### src/rtl/wb_port_arbiter.sv
// GPR write-port arbiter between write-back and the MDU, with a pending-destination scoreboard.
// Optional build macro WBARB_STARVE_EN enables the MDU starvation counter and its forced grant.
module wb_port_arbiter #(
  parameter int unsigned REG_ADDR_WIDTH = 5,
  parameter int unsigned DATA_WIDTH     = 32,
  parameter int unsigned STARVE_LIMIT   = 4,
  parameter int unsigned CNT_WIDTH      = 3
) (
  input  logic                      clk,
  input  logic                      rst,
  input  logic                      wb_valid,
  output logic                      wb_ready,
  input  logic [REG_ADDR_WIDTH-1:0] wb_waddr,
  input  logic [DATA_WIDTH-1:0]     wb_wdata,
  input  logic                      mdu_valid,
  output logic                      mdu_ready,
  input  logic [REG_ADDR_WIDTH-1:0] mdu_waddr,
  input  logic [DATA_WIDTH-1:0]     mdu_wdata,
  input  logic                      issue_valid,
  input  logic [REG_ADDR_WIDTH-1:0] issue_waddr,
  input  logic [REG_ADDR_WIDTH-1:0] rd_addr1,
  input  logic [REG_ADDR_WIDTH-1:0] rd_addr2,
  output logic                      hazard,
  output logic                      rf_wen,
  output logic [REG_ADDR_WIDTH-1:0] rf_waddr,
  output logic [DATA_WIDTH-1:0]     rf_wdata,
  output logic [31:0]               pending
);

  if (STARVE_LIMIT < 1 || STARVE_LIMIT > 7 || STARVE_LIMIT >= (1 << CNT_WIDTH)) begin : g_param_check
    $error("wb_port_arbiter: STARVE_LIMIT must be 1..7 and fit in CNT_WIDTH bits");
  end

  typedef enum logic [1:0] {
    GNT_NONE,
    GNT_WB,
    GNT_MDU
  } grant_e;

  grant_e                    grant;
  logic                      starve_force;
  logic [REG_ADDR_WIDTH-1:0] sel_addr;
  logic [DATA_WIDTH-1:0]     sel_data;
  logic [31:0]               pending_nxt;

`ifdef WBARB_STARVE_EN
  logic [CNT_WIDTH-1:0] starve_cnt;

  assign starve_force = (starve_cnt == CNT_WIDTH'(STARVE_LIMIT));

  // Counts consecutive cycles the MDU waited; any gap or win restarts the count.
  always_ff @(posedge clk or posedge rst) begin
    if (rst) begin
      starve_cnt <= '0;
    end else if (!mdu_valid || mdu_ready) begin
      starve_cnt <= '0;
    end else if (!starve_force) begin
      starve_cnt <= starve_cnt + 1'b1;
    end
  end
`else
  assign starve_force = 1'b0;
`endif

  always_comb begin
    grant = GNT_NONE;
    if (wb_valid && mdu_valid) begin
      grant = starve_force ? GNT_MDU : GNT_WB;
    end else if (wb_valid) begin
      grant = GNT_WB;
    end else if (mdu_valid) begin
      grant = GNT_MDU;
    end
  end

  assign wb_ready  = (grant == GNT_WB);
  assign mdu_ready = (grant == GNT_MDU);

  always_comb begin
    sel_addr = wb_waddr;
    sel_data = wb_wdata;
    if (grant == GNT_MDU) begin
      sel_addr = mdu_waddr;
      sel_data = mdu_wdata;
    end
  end

  always_ff @(posedge clk or posedge rst) begin
    if (rst) begin
      rf_wen   <= 1'b0;
      rf_waddr <= '0;
      rf_wdata <= '0;
    end else if (grant != GNT_NONE) begin
      rf_wen   <= (sel_addr != '0);
      rf_waddr <= sel_addr;
      rf_wdata <= sel_data;
    end else begin
      rf_wen   <= 1'b0;
    end
  end

  // Clear is applied before set so a same-cycle issue to the retiring index stays pending.
  always_comb begin
    pending_nxt = pending;
    if (mdu_ready) begin
      pending_nxt[mdu_waddr] = 1'b0;
    end
    if (issue_valid && issue_waddr != '0) begin
      pending_nxt[issue_waddr] = 1'b1;
    end
    pending_nxt[0] = 1'b0;
  end

  always_ff @(posedge clk or posedge rst) begin
    if (rst) begin
      pending <= '0;
    end else begin
      pending <= pending_nxt;
    end
  end

  assign hazard = pending[rd_addr1] | pending[rd_addr2];

endmodule
### config.mk
export PLATFORM = sky130hd
export DESIGN_NAME = wb_port_arbiter
export DESIGN_NICKNAME = d
export VERILOG_FILES = /design/src/rtl/wb_port_arbiter.sv
export SDC_FILE = /design/constraint.sdc
export NUM_CORES = 1
export LEC_CHECK = 0
export BUFFER_PORTS_ARGS = -buffer_cell sky130_fd_sc_hd__buf_2
export CORE_ASPECT_RATIO = 0.9
export CORE_MARGIN = 5
export CORE_UTILIZATION = 43
export CTS_CLUSTER_DIAMETER = 60
export DETAILED_ROUTE_END_ITERATION = 16
export PLACE_DENSITY_LB_ADDON = 0.2
export REMOVE_ABC_BUFFERS = 1
export SLEW_MARGIN = 25
export SYNTH_ARGS = -nofsm -noshare
export SYNTH_HDL_FRONTEND = slang
export SYNTH_SLANG_ARGS = --single-unit
### constraint.sdc
create_clock -name clk -period 2 [get_ports clk]
set_input_delay 0.3 -clock clk [delete_from_list [all_inputs] [get_ports clk]]
set_output_delay 0.3 -clock clk [all_outputs]
set_load 0.03 [all_outputs]
After elaboration in Yosys (flattened, before gate mapping) --
Index checks and enable logic that the tools add are counted.
Storage, ports and cells: output and inout port bits 73, flip-flop bits (word level) 69, logic and storage cells 39, input bits 94
Operators by class: muxes and demuxes 16, reductions and logical operators 7, bitwise logic cells 4, $lt $le $gt $ge 6, eq/ne operators 2
Operators with widths (number):
- $mux 32 | 3
- $and 32x32->32 | 1
- $not 32->32 | 1
- $or 32x32->32 | 1
- $lt 5x6->1 const B | 4
- $bmux 1 s5 | 2
- $demux 1 s5 | 2
- $ge 5x1->1 const B | 2
- $reduce_bool 5->1 | 2
- $mux 2 | 3
- $mux 1 | 5
- $mux 5 | 1
- $logic_and 1x1->1 | 4
- $eq 2x1->1 const B | 1
- $eq 2x2->1 const B | 1
- $reduce_bool 2->1 | 1
- $or 1x1->1 | 1

Depth between registers and ports, before layout --
Gate-level depths: netlist of run 1.
depth after elaboration 9, mapped depth 6, gate-level depth less buffers 5

Worst setup path after synthesis of run 1 --
OpenSTA, ideal clock, no wires.
path type register -> output, from register pending[27], to output hazard, arrival 1780 ps, data required time 1700 ps, slack -80 ps, stages on the path, launching flop included 5, buffers on the path 0, path through dfrtp_1 mux4_1 mux2_2 a31oi_1 o2111ai_1
Between the ends: word-level cells in the longest chain between the ends 3, elaborated cells on any way between the ends 5, those cells by class mux (4); bitwise (1)
Ends and longest elaborated chain:
- start: declaration | line 27 | output logic [31:0] pending
- start signal: assignment | line 118 | pending <= pending_nxt;
- $bmux 1 s5 | line 122 | assign hazard = pending[rd_addr1] | pending[rd_addr2];
- $mux 1 (implied by the code) | line 122
- $or 1x1->1 (*) | line 122
- end: declaration | line 23 | output logic hazard,
Mark *: on every way between the ends. The rest lies on a longest branch, timed or not. The select of a mux whose other input is x is not followed.

Worst setup path after layout of run 1 --
from register pending[18], to output hazard
The elaborated chain is that of the path after synthesis.

==> impl_table.tex, run 1 <==
\begin{tabular}{lr}
\hline
Metric & Value \\
\hline
\multicolumn{2}{l}{\textbf{Run status}} \\
Status & finished with violations \\
Violated checks & negative setup slack \\
\multicolumn{2}{l}{\textbf{Floorplanning}} \\
Effective utilization at floorplan & 44.6\% \\
Die X & 107 um \\
Number of core rows & 31 \\
Top Ports & 167 \\
Floorplan die area & 10400 um2 \\
Die Ht & 97.2 um \\
Area inside the core boundary & 8150 um2 \\
\multicolumn{2}{l}{\textbf{STA}} \\
Final Slew Violations & 0 \\
Endpoints failing setup & 1 \\
Fin Clk Skew & 0 ns \\
Setup repair after global routing missed its margin & yes \\
Min Tclk post-route & 2.25 ns \\
Max Freq & 0.444 GHz \\
Worst Setup Slack, final & -0.250 ns \\
Actual slew at the worst max-slew pin & 0.626 ns \\
Final worst path period share & 112\% \\
Number of failing hold endpoints at the final stage & 0 \\
Hold slack & 0.158 ns \\
Slew HR & 58.3\% \\
\multicolumn{2}{l}{\textbf{Layout}} \\
Inserted Diodes & 0 \\
Combined flip-flop and latch cell area & 1730 um2 \\
Area growth from synthesis to layout & 35.0\% \\
Multi-input gate area in the final layout & 1770 um2 \\
Number of nets in the final layout & 625 \\
Ratio of cells with drive above 1 in the final layout & 42.4\% \\
Fraction of the core area covered by cells at the end of the flow & 60.2\% \\
Fillcell total & 729 \\
\multicolumn{2}{l}{\textbf{Drt}} \\
First-iteration detailed-routing DRC count & 274 \\
Post-Route M1 WL & 4.49 mm \\
Remaining design rule violation count & 0 \\
Routed wire length & 11.2 mm \\
DR vias & 3478 \\
Met2 WL post-DR & 5.43 mm \\
Via-per-instance ratio & 5.48 \\
First-pass DRT Iterations & 4 \\
Average routed wire per standard cell & 17.6 um \\
Routed Antenna Nets & 0 \\
Met3 routed WL & 1.09 mm \\
DR top layer & met4 \\
\multicolumn{2}{l}{\textbf{Critical path}} \\
Data required time of the worst path & 1.70 ns \\
Startpoint type of the worst setup path & register \\
Class of the most critical setup path & reg2out \\
Worst-case reg-to-reg path depth & 3 \\
Category of the worst setup path capture point & output port \\
Data arrival time of the critical path & 1.95 ns \\
CP Max Fanout & 3 \\
\multicolumn{2}{l}{\textbf{Global route}} \\
Antenna violations before repair & 0 \\
Overflow left after global routing & 0 \\
Pin count of the biggest net entering global routing & 78 \\
Global Route Usage Sum & 21.8\% \\
Global-route wire length before repair & 18.1 mm \\
Number of global-route vias before repair & 3455 \\
\multicolumn{2}{l}{\textbf{Job}} \\
Max Cap Viol & 0 \\
\multicolumn{2}{l}{\textbf{CTS}} \\
Clk\_lat worst skew & 0.33 ns \\
Clk Tree Root Cell & clkbuf\_8 \\
Number of sinks driven by the clock tree & 69 \\
\# H-tree levels & 3 \\
Buffer depth of the longest clock path & 2 \\
Clock input transition at the sequential cells of the worst setup and hold paths & 0.08 ns \\
TritonCTS buffer count & 9 \\
CTS tree & yes \\
\multicolumn{2}{l}{\textbf{Logic synthesis}} \\
Number of unique standard cell types used by synthesis & 37 \\
Sequential area share after synthesis & 47.5\% \\
Total number of yosys warnings & 0 \\
Avg Inst Size Synth & 10.3 um2 \\
Area of the mapped netlist & 3630 um2 \\
Number of instances in the synthesized netlist & 353 \\
Post-synthesis register bit count & 69 \\
\multicolumn{2}{l}{\textbf{Min path}} \\
Worst hold path stage count & 3 \\
Type of the most critical hold path & in2reg \\
\multicolumn{2}{l}{\textbf{Placed design}} \\
DP HPWL & 8.59 mm \\
IO buf count & 165 \\
Final estimated routing congestion in global placement & 0.847 \\
\multicolumn{2}{l}{\textbf{Power and ir drop}} \\
Maximum VDD drop & 0.000387 V \\
Leakage dissipation & 2.40 nW \\
Power Dens Cells & 960 nW/um2 \\
\hline
\end{tabular}
synth_stat cells, drive strengths merged:
cell type  count  share of area, %
nand4b         1              0.24
nand2b         3              0.52
mux4          14               9.1
nor4           1              0.17
o2111ai        1              0.24
nand3          6              0.83
nand2         45               4.7
or4            1              0.21
buf           12               1.8
a21oi          2              0.28
nand3b        11               2.3
clkbuf        12               1.5
mux2           2              0.62
nand4          1              0.17
conb           1              0.10
a21boi         1              0.21
o211ai         1              0.21
a311oi         1              0.24
nor3b          1              0.21
o31ai          1              0.21
dfrtp         69                48
nor2b          2              0.34
mux2i         40                11
or3            3              0.52
nor2           9              0.93
a31oi          1              0.17
nor3           1              0.14
inv            3              0.31
o21ai        102                14
and3b          1              0.24
or3b           4              0.96
per-stage QoR:
stage               power, mW  cell area, um2  setup slack (ns)  TNS, ns  instances
CTS                      4.70            4860            -0.268   -0.268        630
floorplan                2.68            3510           -0.0796    -2.83        329
global route             4.95            4900            -0.332   -0.332        635
finish                   4.70            4900            -0.250   -0.250        635
global placement         3.36            4620           -0.0263  -0.0263        612
detailed placement       3.39            4620           -0.0415  -0.0415        612
flip-flops by register name, indices dropped and copies added (netlist names):
| signal | cells |
|---|---|
| rf_wen | 1 |
| pending | 31 |
| rf_wdata | 32 |
| rf_waddr | 5 |
cell usage in the layout, fill, tap and decap left out, types with 2 or more instances in the layout:
cell	synthesis	final
clkbuf_8	1	10
dfrtp_1	69	68
mux2_2	2	2
mux4_4	2	2
nand3b_1	11	11
inv_1	3	2
nand2_1	45	45
mux2i_1	40	40
nand2b_1	3	3
mux4_2	9	11
a21oi_1	2	2
o21ai_0	102	102
buf_4	1	25
or3b_2	4	4
buf_2	6	164
bufinv_16	0	2
nor2b_1	2	2
nor2_1	9	9
nand3_1	6	6
or3_1	3	3
clkinv_4	0	3
power breakdown:
group          total, mW  switching, mW  leakage (nW)  internal (mW)
logic               1.59          0.966          1.46          0.627
registers           1.83          0.215         0.827           1.62
clock network       1.28          0.534         0.117          0.746
total               4.70           1.72          2.40           2.99
logic make-up (layout without fill, tap and decap cells):
logic type | after synthesis | after routing | synth area share (%)
AO/OA/AOI/OAI | 110 | 110 | 15.6
buffers and inverters | 27 | 210 | 3.58
flip-flops | 69 | 69 | 47.5
multiplexers | 56 | 56 | 20.8
other | 1 | 1 | 0.103
AND/OR/NAND/NOR | 90 | 90 | 12.4
timing repair:
item	CTS	global route
pin swaps	2	0
gates cloned	0	0
setup buffers	1	5
endpoints found under the hold margin	18	0
hold buffers	1	0
gates resized for setup	4	0
setup endpoints to repair	1	1
cell type report:
type / count / share of cell area [%]
tap: 99 / 2.53
inverter: 3 / 0.230
clock buffer: 10 / 2.81
clock inverter: 6 / 1.94
sequential: 69 / 35.2
timing repair buffer: 191 / 21.2
multi-input combinational: 257 / 36.1
layer usage:
layer | vias to the layer above | global-route usage [%]
met5 | - | 0
met4 | 0 | 5.51
met3 | 18 | 5.78
met2 | 172 | 34.5
met1 | 1645 | 29.7
li1 | 1643 | -
critical path, cell delays in order (launching register included):
cell and delay [ns]:
dfrtp_1 0.41, mux4_2 0.46, mux2_2 0.27, a31oi_1 0.16
o2111ai_1 0.12, buf_4 0.19
worst paths after layout:
check                                   startpoint                        to  slack [ns]
max reg2reg                   pending[8]$_DFF_PP0_      pending[8]$_DFF_PP0_        1.05
min                                   wb_wdata[21]  rf_wdata[21]$_DFFE_PP0P_        0.16
min in group asynchronous                      rst  rf_wdata[31]$_DFFE_PP0P_        0.49
min reg2reg                rf_waddr[3]$_DFFE_PP0P_   rf_waddr[3]$_DFFE_PP0P_        0.58
max in group asynchronous                      rst     pending[15]$_DFF_PP0_        0.90
max                          pending[18]$_DFF_PP0_                    hazard       -0.25
Power figures use the tool's default switching activity.
==> run 2: changes to the inputs <==
- CELL_PAD_IN_SITES_DETAIL_PLACEMENT: not set -> 1
- CELL_PAD_IN_SITES_GLOBAL_PLACEMENT: not set -> 1
- CORE_UTILIZATION: 43 -> 31
- HOLD_SLACK_MARGIN: not set -> 0.06
- SETUP_SLACK_MARGIN: not set -> 0.2
==> impl_table.tex, run 2 (synthesis results as in run 1) <==
\begin{tabular}{lr}
\hline
Metric & Value \\
\hline
\multicolumn{2}{l}{\textbf{STA}} \\
Final worst path period share & 113\% (+0.15 points) \\
Endpoints failing setup & 1 (unchanged) \\
Setup repair after global routing missed its margin & yes \\
Number of failing hold endpoints at the final stage & 0 (unchanged) \\
Max Freq & 0.444 GHz (-0.14\%) \\
Worst Setup Slack, final & -0.253 ns (-0.00305 ns) \\
Actual slew at the worst max-slew pin & 0.657 ns (+0.0316 ns) \\
Hold slack & 0.175 ns (+0.0171 ns) \\
Slew HR & 56.2\% (-2.1 points) \\
Fin Clk Skew & 0 ns (unchanged) \\
Final Slew Violations & 0 (unchanged) \\
Min Tclk post-route & 2.25 ns (+0.00305 ns) \\
\multicolumn{2}{l}{\textbf{Floorplanning}} \\
Die X & 124 um (+16\%) \\
Number of core rows & 37 (+19\%) \\
Top Ports & 167 (unchanged) \\
Floorplan die area & 14000 um2 (+35\%) \\
Die Ht & 113 um (+16\%) \\
Effective utilization at floorplan & 31.8\% (-13 points) \\
Area inside the core boundary & 11400 um2 (+40\%) \\
\multicolumn{2}{l}{\textbf{Run status}} \\
Status & finished with violations \\
Violated checks & negative setup slack \\
\multicolumn{2}{l}{\textbf{Layout}} \\
Ratio of cells with drive above 1 in the final layout & 42.2\% (-0.16 points) \\
Count of non-filler cells in the finished layout & 694 (+9.3\%) \\
Layout Cell Area excl Fill & 5060 um2 (+3.2\%) \\
Top library cells by usage in the layout, fill and taps aside & 164 x buf\_2, 102 x o21ai\_0, 69 x dfrtp\_1, 45 x nand2\_1, 40 x mux2i\_1 \\
Registers with the most flip-flops & rf\_wdata (32), pending (31), rf\_waddr (5) \\
Fraction of the core area covered by cells at the end of the flow & 44.2\% (-16 points) \\
Register name with the most flops & rf\_wdata \\
Max FFs per register & 32 (unchanged) \\
Number of nets in the final layout & 629 (+0.64\%) \\
Most common library cell in the layout ignoring fill and taps & buf\_2 \\
Area growth from synthesis to layout & 39.3\% \\
Inserted Diodes & 0 (unchanged) \\
\multicolumn{2}{l}{\textbf{Critical path}} \\
Max stage delay cell, worst path & mux4\_2 \\
Class of the most critical setup path & reg2out \\
Cell-by-cell listing of the critical path & mux4\_2, mux2\_2, a31oi\_1, o2111ai\_1, buf\_4 \\
Number of buffers and inverters on the critical path & 1 (unchanged) \\
Max incr delay on CP & 0.46 ns (about the same) \\
Worst setup path startpoint & pending[18]\$\_DFF\_PP0\_ \\
Startpoint type of the worst setup path & register \\
Category of the worst setup path capture point & output port \\
Crit path max-delay family & multiplexers \\
Data arrival time of the critical path & 1.95 ns (about the same) \\
CP Max Fanout & 4 (+1) \\
Data required time of the worst path & 1.70 ns (about the same) \\
Source of the worst register-to-register timing path & pending[19]\$\_DFF\_PP0\_ \\
\multicolumn{2}{l}{\textbf{Drt}} \\
Routed wire length & 13.2 mm (+18\%) \\
Remaining design rule violation count & 0 (unchanged) \\
Average routed wire per standard cell & 19.0 um (+7.9\%) \\
Via-per-instance ratio & 5.09 (-7.1\%) \\
Routed Antenna Nets & 0 (unchanged) \\
DR vias & 3531 (+1.5\%) \\
First-pass DRT Iterations & 4 (unchanged) \\
First-iteration detailed-routing DRC count & 212 (-23\%) \\
\multicolumn{2}{l}{\textbf{Power and ir drop}} \\
Clk network pwr share & 30.7\% (+3.5 points) \\
Maximum VDD drop & 0.000379 V (-1.9\%) \\
PnR Total Power & 5.01 mW (+6.5\%) \\
Net switching power of the design & 1.76 mW (+2.9\%) \\
Internal portion of total power & 3.24 mW (+8.5\%) \\
Leakage dissipation & 2.44 nW (+1.8\%) \\
Switching share of total power & 35.2\% (-1.2 points) \\
Portion of total power attributed to combinational logic & 32.9\% (-1.0 points) \\
Part of the power in registers & 36.4\% (-2.5 points) \\
Power Dens Cells & 990 nW/um2 (+3.2\%) \\
\multicolumn{2}{l}{\textbf{Global route}} \\
Global-route wire length before repair & 20.7 mm (+15\%) \\
Pin count of the biggest net entering global routing & 78 (unchanged) \\
Overflow left after global routing & 0 (unchanged) \\
Global Route Usage Sum & 19.2\% (-2.5 points) \\
Number of global-route vias before repair & 3791 (+9.7\%) \\
Antenna violations before repair & 1 (+1) \\
\multicolumn{2}{l}{\textbf{CTS}} \\
Clock input transition at the sequential cells of the worst setup and hold paths & 0.06 ns (-0.02 ns) \\
Number of sinks driven by the clock tree & 69 (unchanged) \\
\# H-tree levels & 3 (unchanged) \\
CTS tree & yes \\
TritonCTS buffer count & 9 (unchanged) \\
Buffer depth of the longest clock path & 2 (unchanged) \\
Clk\_lat worst skew & 0.32 ns (about the same) \\
Clk Tree Root Cell & clkbuf\_16 \\
\multicolumn{2}{l}{\textbf{Placed design}} \\
IO buf count & 165 (unchanged) \\
Area post-placement & 4760 um2 (+3.0\%) \\
DP HPWL & 10.3 mm (+20\%) \\
Final estimated routing congestion in global placement & 0.815 (-3.8\%) \\
Cell total after placement & 678 (+11\%) \\
\multicolumn{2}{l}{\textbf{Job}} \\
Max Cap Viol & 0 (unchanged) \\
\multicolumn{2}{l}{\textbf{Min path}} \\
Critical hold path startpoint & wb\_wdata[26] \\
Type of the most critical hold path & in2reg \\
\hline
\end{tabular}
## run 2: cell count changes in the layout (fill, tap and decap cells not counted), sizes merged
cell	previous run	this run
bufinv	2	1
clkinv	3	1
clkbuf	10	12
buf	190	194
inv	4	3
## run 2: path summary, 6_finish.rpt
kind | end | cells after the start | slack (ns)
worst max-delay path | hazard | 5 | -0.25
worst min-delay path | rf_wdata[26]$_DFFE_PP0P_ | 3 | 0.18
worst max register to register | pending[19]$_DFF_PP0_ | 4 | 1.06
worst min register to register | rf_wdata[6]$_DFFE_PP0P_ | 2 | 0.56
max in group asynchronous | rf_wdata[2]$_DFFE_PP0P_ | 4 | 0.96
min in group asynchronous | rf_wdata[22]$_DFFE_PP0P_ | 3 | 0.52
## run 2: cell type report
class,count,area [um2]
fill,1374,6380
clock buffer,12,246
multi-input combinational,257,1770
inverter,3,11.3
tap,156,195
sequential,69,1730
timing repair buffer,195,1070
clock inverter,2,35.0
## run 2: per-layer routing
layer / up-vias / wire length [um] / global-route usage, %
li1: 1646 / - / -
met5: - / 7 / 0
met4: 2 / 195 / 5.33
met3: 17 / 878 / 5.75
met2: 109 / 6360 / 31.6
met1: 1757 / 5750 / 24.6
## run 2: power groups by stage
stage | Sequential [mW] | Combinational, mW | Clock [mW]
floorplan | 2.23 | 0.446 | 0
finish | 1.82 | 1.65 | 1.54
global route | 1.85 | 1.77 | 1.65
detailed placement | 1.83 | 1.63 | 0
CTS | 1.81 | 1.66 | 1.58
global placement | 1.82 | 1.61 | 0
## run 2: tightest hold or removal path: cells and delay by family
family          cells  cell delay, ns
simple gates        1            0.03
buf+inv             1            0.07
compound gates      1            0.05
## run 2: timing repair
| action | in CTS | in global routing |
|---|---|---|
| resized for setup | 4 | 2 |
| buffers inserted | 1 | 0 |
| pin swaps | 5 | 2 |
| endpoints found under the hold margin | 15 | 0 |
| setup endpoints to repair | 1 | 1 |
| hold buffers | 1 | 0 |
## run 2: metrics by stage
step           worst slack [ns]  setup TNS, ns
5_1_grt                  -0.316         -0.316
4_1_cts                  -0.270         -0.270
6_report                 -0.253         -0.253
3_5_place_dp            -0.0894        -0.0894
2_1_floorplan           -0.0796          -2.83
3_3_place_gp            -0.0835        -0.0835
==> run 3: changes to the inputs <==
- ABC_AREA: not set -> 1
- CORE_UTILIZATION: 31 -> 30
==> impl_table.tex, run 3 <==
\begin{tabular}{lr}
\hline
Metric & Value \\
\hline
\multicolumn{2}{l}{\textbf{Logic synthesis}} \\
Number of unique standard cell types used by synthesis & 29 (-22\%) \\
Number of synthesized flops with an enable pin & 0 (unchanged) \\
Synth top area cells & dfrtp\_1 45\%, nand2\_1 19\%, nand3\_1 12\% \\
Fraction of post-synthesis cell area in the top cell type by area & 44.8\% (-2.8 points) \\
Number of instances in the synthesized netlist & 524 (+48\%) \\
Synth area leader & dfrtp\_1 \\
Avg Inst Size Synth & 7.36 um2 (-28\%) \\
Post-synthesis compound-gate area fraction & 10.3\% (-5.3 points) \\
Commonest cells post-synth & 191 x nand2\_1, 95 x nand3\_1, 69 x dfrtp\_1, 46 x inv\_1, 43 x o21ai\_0 \\
Post-synthesis register bit count & 69 (unchanged) \\
Post-synthesis share of cell area spent on and, or, nand and nor gates & 34.8\% (+22 points) \\
Sequential area share after synthesis & 44.8\% (-2.8 points) \\
Asr flop ratio synth & 100\% (unchanged) \\
Mux cell area share after synthesis & 0\% (-21 points) \\
Most repeated cell in the gate-level netlist after synthesis & nand2\_1 \\
Arithmetic-cell share of the synthesized area counting full adders, half adders and majority gates & 0\% (unchanged) \\
Predominant post-synthesis flop cell & dfrtp\_1 \\
Area of the mapped netlist & 3860 um2 (+6.2\%) \\
Largest family of logic cells by synthesized area & simple AND/OR/NAND/NOR gates \\
Total number of yosys warnings & 0 (unchanged) \\
Xor/xnor share of the synthesized area & 0\% (unchanged) \\
\multicolumn{2}{l}{\textbf{STA}} \\
Slew HR & 58.8\% (+2.6 points) \\
Min Tclk post-route & 1.80 ns (-0.457 ns) \\
Number of failing hold endpoints at the final stage & 0 (unchanged) \\
Actual slew at the worst max-slew pin & 0.617 ns (-0.0404 ns) \\
Setup repair after global routing missed its margin & yes \\
Max Freq & 0.557 GHz (+25\%) \\
Hold slack & 0.166 ns (-0.00917 ns) \\
Final worst path period share & 89.8\% (-23 points) \\
Fin Clk Skew & 0 ns (unchanged) \\
Final Slew Violations & 0 (unchanged) \\
Endpoints failing setup & 0 (-1) \\
\multicolumn{2}{l}{\textbf{Critical path}} \\
Data arrival time of the critical path & 1.50 ns (-0.45 ns) \\
FF-to-FF setup slack & 1.11 ns (+0.05 ns) \\
FF-to-FF End & pending[6]\$\_DFF\_PP0\_ \\
Max stage delay cell, worst path & dfrtp\_1 \\
Startpoint type of the worst setup path & register \\
Worst-case reg-to-reg path depth & 3 (-1) \\
CP Max Fanout & 4 (unchanged) \\
Data required time of the worst path & 1.70 ns (about the same) \\
Worst setup path startpoint & pending[15]\$\_DFF\_PP0\_ \\
Total stage count of the critical path & 8 (+3) \\
Crit path capture & hazard \\
Category of the worst setup path capture point & output port \\
Cell-by-cell listing of the critical path & or2\_1, nand2\_1, nand3\_1, nand3\_1, nand3\_1, nand2\_1, nand2\_1, buf\_6 \\
Source of the worst register-to-register timing path & pending[6]\$\_DFF\_PP0\_ \\
Crit path max-delay family & simple AND/OR/NAND/NOR gates \\
Max incr delay on CP & 0.42 ns (-0.04 ns) \\
Number of buffers and inverters on the critical path & 1 (unchanged) \\
Class of the most critical setup path & reg2out \\
\multicolumn{2}{l}{\textbf{Global route}} \\
Global Route Usage Sum & 19.7\% (+0.47 points) \\
Overflow left after global routing & 0 (unchanged) \\
Number of global-route vias before repair & 4672 (+23\%) \\
Global-route wire length before repair & 23.8 mm (+15\%) \\
Pin count of the biggest net entering global routing & 27 (-65\%) \\
Antenna violations before repair & 0 (-1) \\
\multicolumn{2}{l}{\textbf{CTS}} \\
Clock input transition at the sequential cells of the worst setup and hold paths & 0.06 ns (about the same) \\
Number of sinks driven by the clock tree & 69 (unchanged) \\
CTS tree & yes \\
\# H-tree levels & 3 (unchanged) \\
TritonCTS buffer count & 9 (unchanged) \\
Clk Tree Root Cell & clkbuf\_16 \\
Buffer depth of the longest clock path & 2 (unchanged) \\
Clk\_lat worst skew & 0.33 ns (about the same) \\
\multicolumn{2}{l}{\textbf{Placed design}} \\
Final estimated routing congestion in global placement & 0.841 (+3.2\%) \\
Cell total after placement & 841 (+24\%) \\
IO buf count & 165 (unchanged) \\
DP HPWL & 11.8 mm (+15\%) \\
\multicolumn{2}{l}{\textbf{Floorplanning}} \\
Effective utilization at floorplan & 30.5\% (-1.2 points) \\
Area inside the core boundary & 12600 um2 (+11\%) \\
Die Ht & 118 um (+4.3\%) \\
Number of core rows & 39 (+5.4\%) \\
Floorplan die area & 15200 um2 (+8.9\%) \\
Top Ports & 167 (unchanged) \\
Die X & 130 um (+4.4\%) \\
\multicolumn{2}{l}{\textbf{Drt}} \\
Routed wire length & 14.8 mm (+12\%) \\
First-pass DRT Iterations & 4 (unchanged) \\
DR vias & 4275 (+21\%) \\
Remaining design rule violation count & 0 (unchanged) \\
Routed Antenna Nets & 0 (unchanged) \\
Via-per-instance ratio & 4.92 (-3.3\%) \\
Average routed wire per standard cell & 17.0 um (-11\%) \\
First-iteration detailed-routing DRC count & 223 (+5.2\%) \\
\multicolumn{2}{l}{\textbf{Layout}} \\
Register name with the most flops & rf\_wdata \\
Max FFs per register & 32 (unchanged) \\
Number of nets in the final layout & 794 (+26\%) \\
Inserted Diodes & 0 (unchanged) \\
Area growth from synthesis to layout & 37.0\% \\
Ratio of cells with drive above 1 in the final layout & 35.3\% (-6.9 points) \\
Top library cells by usage in the layout, fill and taps aside & 188 x nand2\_1, 163 x buf\_2, 85 x nand3\_1, 61 x dfrtp\_1, 43 x o21ai\_0 \\
Most common library cell in the layout ignoring fill and taps & nand2\_1 \\
Registers with the most flip-flops & rf\_wdata (32), pending (31), rf\_waddr (5) \\
Fillcell total & 1613 (+17\%) \\
Count of non-filler cells in the finished layout & 869 (+25\%) \\
Fraction of the core area covered by cells at the end of the flow & 41.8\% (-2.4 points) \\
\multicolumn{2}{l}{\textbf{Power and ir drop}} \\
Power Dens Cells & 1000 nW/um2 (+0.97\%) \\
PnR Total Power & 5.28 mW (+5.5\%) \\
Maximum VDD drop & 0.000535 V (+41\%) \\
Leakage dissipation & 2.75 nW (+13\%) \\
\multicolumn{2}{l}{\textbf{Job}} \\
Max Cap Viol & 0 (unchanged) \\
\multicolumn{2}{l}{\textbf{Run status}} \\
Status & complete, no violations \\
\multicolumn{2}{l}{\textbf{Min path}} \\
Type of the most critical hold path & in2reg \\
\hline
\end{tabular}
## run 3: worst min-delay path, stage by stage
cell and delay, ns:
buf_2 0.07, nand2_1 0.04, nand3_1 0.05
## run 3: timing repair
| item | in CTS | in global routing |
|---|---|---|
| resized for setup | 4 | 26 |
| setup buffers | 4 | 7 |
| pin swaps | 4 | 7 |
| hold buffers | 1 | 0 |
| hold endpoints to repair | 1 | 0 |
| setup endpoints to repair | 1 | 1 |
| cloned | 0 | 0 |
## run 3: cells by family after synthesis
family,Yosys count
AOI/OAI and AO/OA,71
buffers and inverters,73
DFF,69
other,1
and+or+nand+nor,310
## run 3: cell type report
cell class                 count  area, um2  area share [%]
timing repair buffer         187       1000            19.0
clock inverter                 5       82.6            1.56
sequential                    69       1740            32.9
multi-input combinational    382       1810            34.2
tap                          164        205            3.88
inverter                      51        201            3.81
clock buffer                  11        253            4.78
## run 3: worst min path at each step
stage                  startpoint  slack (ns)                  endpoint  cells past startpoint
finish              mdu_wdata[24]        0.17  rf_wdata[24]$_DFFE_PP0P_                      3
detailed placement            rst        0.42  rf_wdata[24]$_DFFE_PP0P_                      2
floorplan            mdu_wdata[0]        0.42   rf_wdata[0]$_DFFE_PP0P_                      2
global route         mdu_wdata[2]        0.16   rf_wdata[2]$_DFFE_PP0P_                      3
global placement              rst        0.42  rf_wdata[24]$_DFFE_PP0P_                      2
CTS                 mdu_wdata[24]        0.16  rf_wdata[24]$_DFFE_PP0P_                      3
## run 3: metal layers
metal | vias to the layer above | routed length, um | part of all wire (%) | GRT usage (%)
met2 | 125 | 7140 | 48 | 32.3
met1 | 2080 | 6270 | 42 | 24.9
met3 | 18 | 1120 | 7.6 | 6.31
met4 | 0 | 227 | 1.5 | 5.45
li1 | 2052 | - | - | -
met5 | - | 0 | 0 | 0
## run 3: metrics by stage
step,setup TNS [ns],worst slack [ns],area [um2]
after floorplan,-2.81,-0.0436,3670
after global placement,0,0.321,4780
after detailed placement,0,0.246,4780
after CTS,0,0.172,5160
after global routing,0,0.0871,5290
final,0,0.204,5290
## run 3: power by group
part	leakage, nW	internal [mW]	switching (mW)
registers	0.819	1.63	0.251
logic	1.76	0.527	1.09
clock network	0.166	1.16	0.623
